[config.mk]
export PLATFORM = sky130hd
export DESIGN_NAME = bcd2bin_seq
export DESIGN_NICKNAME = d
export VERILOG_FILES = /design/src/rtl/bcd2bin_seq.sv
export SDC_FILE = /design/constraint.sdc
export NUM_CORES = 1
export LEC_CHECK = 0
export BUFFER_PORTS_ARGS = -buffer_cell sky130_fd_sc_hd__buf_2
export CAP_MARGIN = 5
export CORE_ASPECT_RATIO = 0.7
export CORE_UTILIZATION = 51
export DETAILED_ROUTE_END_ITERATION = 8
export PLACE_DENSITY = 0.74
export SKIP_CTS_REPAIR_TIMING = 1
export SYNTH_ARGS = -nofsm -noshare
export SYNTH_HDL_FRONTEND = slang
export SYNTH_SLANG_ARGS = --single-unit
[constraint.sdc]
create_clock -name clk -period 2 [get_ports clk]
set_input_delay 0.3 -clock clk [delete_from_list [all_inputs] [get_ports clk]]
set_output_delay 0.3 -clock clk [all_outputs]
set_load 0.05 [all_outputs]
[src/rtl/bcd2bin_seq.sv]
// Sequential BCD-to-binary converter: one digit per clock, MSD first, via a
// x10 multiply-accumulate under a start/busy/done handshake; flags digits > 9.
module bcd2bin_seq #(
  parameter int DIGITS = 3,
  parameter int BIN_W  = 10
) (
  input  logic                  clk,
  input  logic                  rst_n,
  input  logic                  start,
  input  logic [4*DIGITS-1:0]   bcd_in,
  output logic                  busy,
  output logic                  done,
  output logic [BIN_W-1:0]      binary_out,
  output logic                  err
);

  localparam int BCD_W = 4 * DIGITS;
  localparam int CNT_W = (DIGITS > 1) ? $clog2(DIGITS) : 1;
  localparam logic [CNT_W-1:0] LAST_DIGIT = CNT_W'(DIGITS - 1);

  typedef enum logic [1:0] {
    IDLE,
    CONV,
    FINISH
  } state_e;

  state_e             state_q, state_d;
  logic [BCD_W-1:0]   sreg_q, sreg_d;
  logic [BIN_W-1:0]   acc_q, acc_d;
  logic [CNT_W-1:0]   cnt_q, cnt_d;
  logic               err_acc_q, err_acc_d;
  logic               busy_q, busy_d;
  logic               done_q, done_d;
  logic [BIN_W-1:0]   bin_q, bin_d;
  logic               err_q, err_d;

  logic [3:0]         digit;

  assign digit = sreg_q[BCD_W-1 -: 4];

  // NOTE: every signal driven here gets a default before the case statement;
  // a path that leaves one unassigned would infer a latch.
  always_comb begin
    state_d   = state_q;
    sreg_d    = sreg_q;
    acc_d     = acc_q;
    cnt_d     = cnt_q;
    err_acc_d = err_acc_q;
    busy_d    = busy_q;
    done_d    = 1'b0;
    bin_d     = bin_q;
    err_d     = err_q;

    unique case (state_q)
      IDLE: begin
        if (start) begin
          sreg_d    = bcd_in;
          acc_d     = '0;
          cnt_d     = '0;
          err_acc_d = 1'b0;
          busy_d    = 1'b1;
          state_d   = CONV;
        end
      end

      CONV: begin
        // acc*10 + d, built from shifts; wraps only when a digit is invalid
        acc_d     = (acc_q << 3) + (acc_q << 1) + BIN_W'(digit);
        sreg_d    = sreg_q << 4;
        err_acc_d = err_acc_q | (digit > 4'd9);
        cnt_d     = cnt_q + CNT_W'(1);
        if (cnt_q == LAST_DIGIT) begin
          state_d = FINISH;
        end
      end

      FINISH: begin
        bin_d   = err_acc_q ? '0 : acc_q;
        err_d   = err_acc_q;
        done_d  = 1'b1;
        busy_d  = 1'b0;
        state_d = IDLE;
      end

      default: begin
        state_d = IDLE;
      end
    endcase
  end

  // NOTE: registers use non-blocking assignments so every flop samples the
  // pre-edge value of its inputs regardless of statement order.
  always_ff @(posedge clk or negedge rst_n) begin
    if (!rst_n) begin
      state_q <= IDLE;
    end else begin
      state_q <= state_d;
    end
  end

  always_ff @(posedge clk or negedge rst_n) begin
    if (!rst_n) begin
      sreg_q    <= '0;
      acc_q     <= '0;
      cnt_q     <= '0;
      err_acc_q <= 1'b0;
      busy_q    <= 1'b0;
      done_q    <= 1'b0;
      bin_q     <= '0;
      err_q     <= 1'b0;
    end else begin
      sreg_q    <= sreg_d;
      acc_q     <= acc_d;
      cnt_q     <= cnt_d;
      err_acc_q <= err_acc_d;
      busy_q    <= busy_d;
      done_q    <= done_d;
      bin_q     <= bin_d;
      err_q     <= err_d;
    end
  end

  assign busy       = busy_q;
  assign done       = done_q;
  assign binary_out = bin_q;
  assign err        = err_q;

endmodule
======== Word level (Yosys, flattened, before mapping) ========
Index checks and enable logic that the tools add are counted.
operators by class
  add/subtract/negate cells ............... 3
  order comparisons ....................... 1
  equal/unequal tests ..................... 5
  muxes and demuxes ....................... 15
  bitwise operators ....................... 1
  reduce and logical (&&, ||, !) cells .... 6
operators by type and width
  operator                                             number
  case mux 12 bit (2 select lines)                     1
  two-way mux 10 bit                                   2
  case mux 10 bit (2 select lines)                     1
  two-way mux 12 bit                                   1
  adder 10 bit                                         1
  adder 10 x 4 -> 10 bit                               1
  case mux 2 bit (2 select lines)                      2
  two-way mux 2 bit                                    3
  AND reduction 2 bit                                  3
  equality test 2 bit, second input constant           2
  > comparator 4 bit, second input constant            1
  != test 2 bit, second input constant                 2
  case mux 1 bit (2 select lines)                      2
  nonzero test 2 bit                                   2
  two-way mux 1 bit                                    3
  adder 2 x 1 -> 2 bit, second input constant          1
  equality test 2 x 1 -> 1 bit, second input constant  1
  zero test 2 bit                                      1
  OR 1 bit                                             1
storage, ports and cells
  flip-flop bits (word level) ............. 40
  bits of input ports ..................... 15
  logic and storage cells ................. 40

======== Depth between registers and ports, before layout ========
  depth after elaboration ................. 3
  gate-level depth with buffers ........... 8

======== Worst setup path after synthesis ========
Ideal clock, no wire load.
  path kind ............................... reg2reg
  from .................................... register sreg_q[11]
  to ...................................... register acc_q[8]
  setup time .............................. 0.131 ns
  arrival time ............................ 1.953 ns
  data required time ...................... 1.869 ns
  path slack .............................. -0.085 ns
  cell stages (with the launch flop) ...... 9
  buffers on the path ..................... 0
  period minus slack after synthesis ...... 2.085 ns
  path through ............................ dfrtp_1 > inv_1 > fa_1 > inv_1 > fa_1 > a21o_1 > a31oi_1 > or4_1 > nand3_1
on the way
  word-level cells in the longest chain between the ends .. 2
ends and longest elaborated chain
  what                              RTL line  RTL
  start: declaration                28        logic [BCD_W-1:0] sreg_q, sreg_d;
  start signal: assignment          112       sreg_q <= sreg_d;
  adder 10 x 4 -> 10 bit            68        acc_d = (acc_q << 3) + (acc_q << 1) + BIN_W'(digit);
  case mux 10 bit (2 select lines)  54        unique case (state_q)
  end signal: assignment            104       acc_q <= '0;
  end signal: assignment            113       acc_q <= acc_d;
  end: declaration                  29        logic [BIN_W-1:0] acc_q, acc_d;
No other way between the ends.
A chain may end at the register's enable or synchronous reset.

======== Final worst setup path ========
Ends and elaborated chain as after synthesis.

==> impl_results.rst <==
.. list-table::
   :header-rows: 1

   * - Metric
     - Value
   * - Post-synthesis share of cell area spent on xor and xnor gates
     - 2.129%
   * - Area share of the largest cell type after synthesis
     - 48.66%
   * - Number of global-route vias before repair
     - 1355
   * - Post-synthesis mux area share
     - 3.893%
   * - GRT busiest layer
     - met1
   * - Net count of the mapped netlist
     - 238
   * - Share of layout cells above drive strength 1
     - 26.12%
   * - Clock tree from TritonCTS
     - built
   * - Fmax
     - 484.8 MHz
   * - Detailed-route via count
     - 1592
   * - CP max-delay cell
     - sky130_fd_sc_hd__fa_1
   * - Final-layout fill cell count
     - 301
   * - Number of buffers inserted during clock tree synthesis
     - 5
   * - Largest net degree at the start of global routing
     - 41
   * - Status
     - finished with violations
   * - Accumulated negative setup slack
     - -0.1568 ns
   * - GRT Util Overall
     - 21.47%
   * - Reg-to-reg setup timing slack
     - -0.06 ns
   * - Required arrival time at the worst endpoint
     - 2.17 ns
   * - Clock slew at the register clock pins of the worst setup and hold paths
     - 0.07 ns
   * - Adder-cell share of the synthesized area
     - 11.07%
   * - Final Util
     - 66.33%
   * - Setup skew after layout
     - 0.004075 ns
   * - HPWL after detailed placement
     - 3003 um
   * - IO buf count
     - 27
   * - Total Die Area
     - 4295 um^2
   * - Clock Root Buffer
     - sky130_fd_sc_hd__clkbuf_8
   * - Cell leakage power
     - 0.001228 uW
   * - Critical path endpoint category
     - flop
   * - Register bit count reported by yosys
     - 40
   * - Setup Slack @ Placement
     - -0.09545 ns
   * - # setup viols final
     - 5
   * - Count of buffering cells on the critical path with inverters included
     - 2
   * - Register area share after synthesis
     - 48.66%
   * - Violation count after the first detailed-route iteration
     - 43
   * - Complex-gate fraction of the synthesized area
     - 16.48%
   * - Setup repair after global routing missed its margin
     - true
   * - Clk Latency, worst-skew pair
     - 0.29 ns
   * - Fin. max-slew vios
     - 0
   * - Met1 global-route usage
     - 32.39%
   * - Average wire per cell in the routed design
     - 14.23 um
   * - Power density normalized to cell area
     - 1880 nW/um^2
   * - Boundary Pins
     - 28
   * - Detail Route Antenna Nets
     - 0
   * - Slew at the pin closest to its max-slew limit
     - 0.5890 ns
   * - Die Ht
     - 55.14 um
   * - Hold Slack
     - 0.05994 ns
   * - Main combinational cell family by area after synthesis
     - compound AO/OA/AOI/OAI gates
   * - Count of unique library cells instantiated by Yosys
     - 34
   * - Met2 Resource Use GR
     - 28.76%
   * - Final worst setup slack
     - -0.06257 ns
   * - Starting density of the core
     - 55.69%
   * - Critical path peak fanout
     - 2
   * - Type of the most critical hold path
     - in2async
   * - Worst Reg2Reg Path Length in Cells
     - 8
   * - Data arrival, critical path
     - 2.23 ns
   * - Total count of hold-check failures in the final report
     - 0
   * - Syn Std Cell Area
     - 2057 um^2
   * - Chain of cells forming the critical path
     - inv_2 > fa_1 > inv_2 > fa_2 > a21o_1 > a31oi_2 > or4_1 > nand3_1
   * - Number of nets in the finished design
     - 276
   * - Crit-path most repeated cell
     - sky130_fd_sc_hd__inv_2
   * - Cell taking the most area after synthesis
     - sky130_fd_sc_hd__dfrtp_1
   * - Worst-case clock buffer depth
     - 2
   * - Post-layout power
     - 4606 uW
   * - Worst R2R Start
     - sreg_q[11]$_DFFE_PN0P_
   * - Global-route wire length before repair
     - 6630 um
   * - Final estimated routing congestion in global placement
     - 0.9023
   * - GR met3 Demand/Resource
     - 5.738%
   * - Detailed-route wire length
     - 4198 um
   * - Initial antenna violation count
     - 0
   * - Horizontal die dimension
     - 77.91 um
   * - Clock sink count
     - 40
   * - Number of remaining DRC errors
     - 0
   * - Synth-to-layout area growth
     - 19.10%
   * - Post-synthesis area per instance
     - 9.985 um^2
   * - Time the final worst path needs with I/O delays and setup
     - 2.063 ns
   * - Number of diodes added for antenna fixing
     - 0
   * - Max VDD drop
     - 0.9204 mV
   * - Simple-Gate Fraction of Synth Area
     - 13.02%
   * - CTS H-tree depth
     - 2
   * - Count of maximum capacitance violations
     - 0
   * - Number of placement rows
     - 18
   * - Slowest Stage Delay on Critical Path
     - 0.54 ns
   * - Share of the clock period used by the worst path after layout
     - 103.1%
   * - Count of warnings emitted by yosys
     - 0
   * - Gr ovfl total
     - 0
   * - Endpoint of the worst-slack reg-to-reg timing path
     - acc_q[8]$_DFFE_PN0P_
   * - Critical path start-end classification
     - reg2reg
   * - Main area contributors after synthesis
     - sky130_fd_sc_hd__dfrtp_1, sky130_fd_sc_hd__ha_1, sky130_fd_sc_hd__nand2_1, sky130_fd_sc_hd__o21ai_0, sky130_fd_sc_hd__mux2i_1
   * - First-pass detailed-route iteration total
     - 4
   * - Kind of start point of the critical path
     - flop
   * - Detail-routed via count per cell
     - 5.397
   * - Relative max-transition margin
     - 60.64%
   * - Crit path max-delay family
     - adder cells
   * - Instance count of the mapped netlist
     - 206
   * - Core footprint
     - 3694 um^2
   * - Failing checks
     - setup timing
worst register-to-register path, cell delays in order, from the launching register on:
cell and delay [ns]:
sky130_fd_sc_hd__dfrtp_1 0.36, sky130_fd_sc_hd__inv_2 0.05, sky130_fd_sc_hd__fa_1 0.54, sky130_fd_sc_hd__inv_2 0.06, sky130_fd_sc_hd__fa_2 0.36, sky130_fd_sc_hd__a21o_1 0.22
sky130_fd_sc_hd__a31oi_2 0.15, sky130_fd_sc_hd__or4_1 0.14, sky130_fd_sc_hd__nand3_1 0.07
per-stage QoR:
stage               cell area (um^2)  std cells
floorplan                       2063        206
CTS                             2375        293
global placement                2287        285
finish                          2450        295
detailed placement              2287        285
global route                    2450        295
registers in the layout, summed over array words and instances (netlist names):
signal / flops
done: 1
sreg_q: 12
binary_out: 10
state_q: 2
busy: 1
cnt_q: 2
err_acc_q: 1
err: 1
acc_q: 10
how the worst max path moves through the flow:
stage | start | to | slack (ns) | depth (start not counted)
after floorplan | sreg_q[11]$_DFFE_PN0P_ | acc_q[8]$_DFFE_PN0P_ | 0.01 | 8
after global placement | sreg_q[11]$_DFFE_PN0P_ | acc_q[6]$_DFFE_PN0P_ | -0.04 | 8
after detailed placement | sreg_q[11]$_DFFE_PN0P_ | acc_q[8]$_DFFE_PN0P_ | -0.1 | 8
after CTS | sreg_q[11]$_DFFE_PN0P_ | acc_q[8]$_DFFE_PN0P_ | -0.11 | 8
after global routing | sreg_q[11]$_DFFE_PN0P_ | acc_q[8]$_DFFE_PN0P_ | -0.16 | 8
final | sreg_q[11]$_DFFE_PN0P_ | acc_q[8]$_DFFE_PN0P_ | -0.06 | 8
cell type report:
cell class	instances	area [um^2]	share of cell area [%]
multi-input cells	146	1028	41.98
flip-flops and latches	40	1001	40.86
repair buffers	39	225.2	9.193
clock buffers	5	68.82	2.809
well taps	50	62.56	2.554
inverters	12	45.04	1.839
clock inverters	3	18.77	0.7661
where the power goes:
part	total, uW	switching, uW	internal [uW]
clock	519	277	243
combinational	2650	1600	1050
sequential	1440	278	1160
cell usage after synthesis (all sizes together):
| cell | instances |
|---|---|
| nor2 | 3 |
| clkinv | 1 |
| nand2 | 40 |
| nand3 | 3 |
| o31ai | 3 |
| buf | 6 |
| o2111ai | 1 |
| and3 | 1 |
| a22o | 4 |
| a32oi | 1 |
| a21oi | 9 |
| and4 | 1 |
| o21ai | 29 |
| a21o | 3 |
| ha | 15 |
| fa | 2 |
| o21a | 1 |
| or4 | 2 |
| xnor2 | 3 |
| dfrtp | 40 |
| clkbuf | 2 |
| o21bai | 1 |
| nand2b | 1 |
| o31a | 1 |
| and2 | 1 |
| xor2 | 2 |
| a31oi | 3 |
| nor3 | 2 |
| nor2b | 5 |
| inv | 11 |
| mux2i | 8 |
| a211o | 1 |
cells by family after synthesis:
group / count (synthesis)
simple gates: 59
xor+xnor: 5
flops: 40
compound gates: 57
fa+ha+maj: 17
mux: 8
buf+inv: 20
layout by cell type, fill, tap and decap left out, types with 3 or more instances in the layout:
cell and count:
sky130_fd_sc_hd__a21o_1 3, sky130_fd_sc_hd__a21oi_1 6, sky130_fd_sc_hd__a21oi_2 3, sky130_fd_sc_hd__a22o_1 4, sky130_fd_sc_hd__buf_2 27, sky130_fd_sc_hd__buf_4 12, sky130_fd_sc_hd__clkbuf_8 5, sky130_fd_sc_hd__dfrtp_1 40
sky130_fd_sc_hd__ha_1 13, sky130_fd_sc_hd__inv_1 7, sky130_fd_sc_hd__inv_2 4, sky130_fd_sc_hd__mux2i_1 8, sky130_fd_sc_hd__nand2_1 40, sky130_fd_sc_hd__nor2_1 3, sky130_fd_sc_hd__nor2b_1 5, sky130_fd_sc_hd__o21ai_0 28
sky130_fd_sc_hd__o31ai_1 3
metal layers:
metal	vias up	part of all wire (%)
li1	792	-
met1	747	49
met2	51	42
met3	2	8.0
met4	0	0.40
met5	-	0
Power figures use the tool's default switching activity.
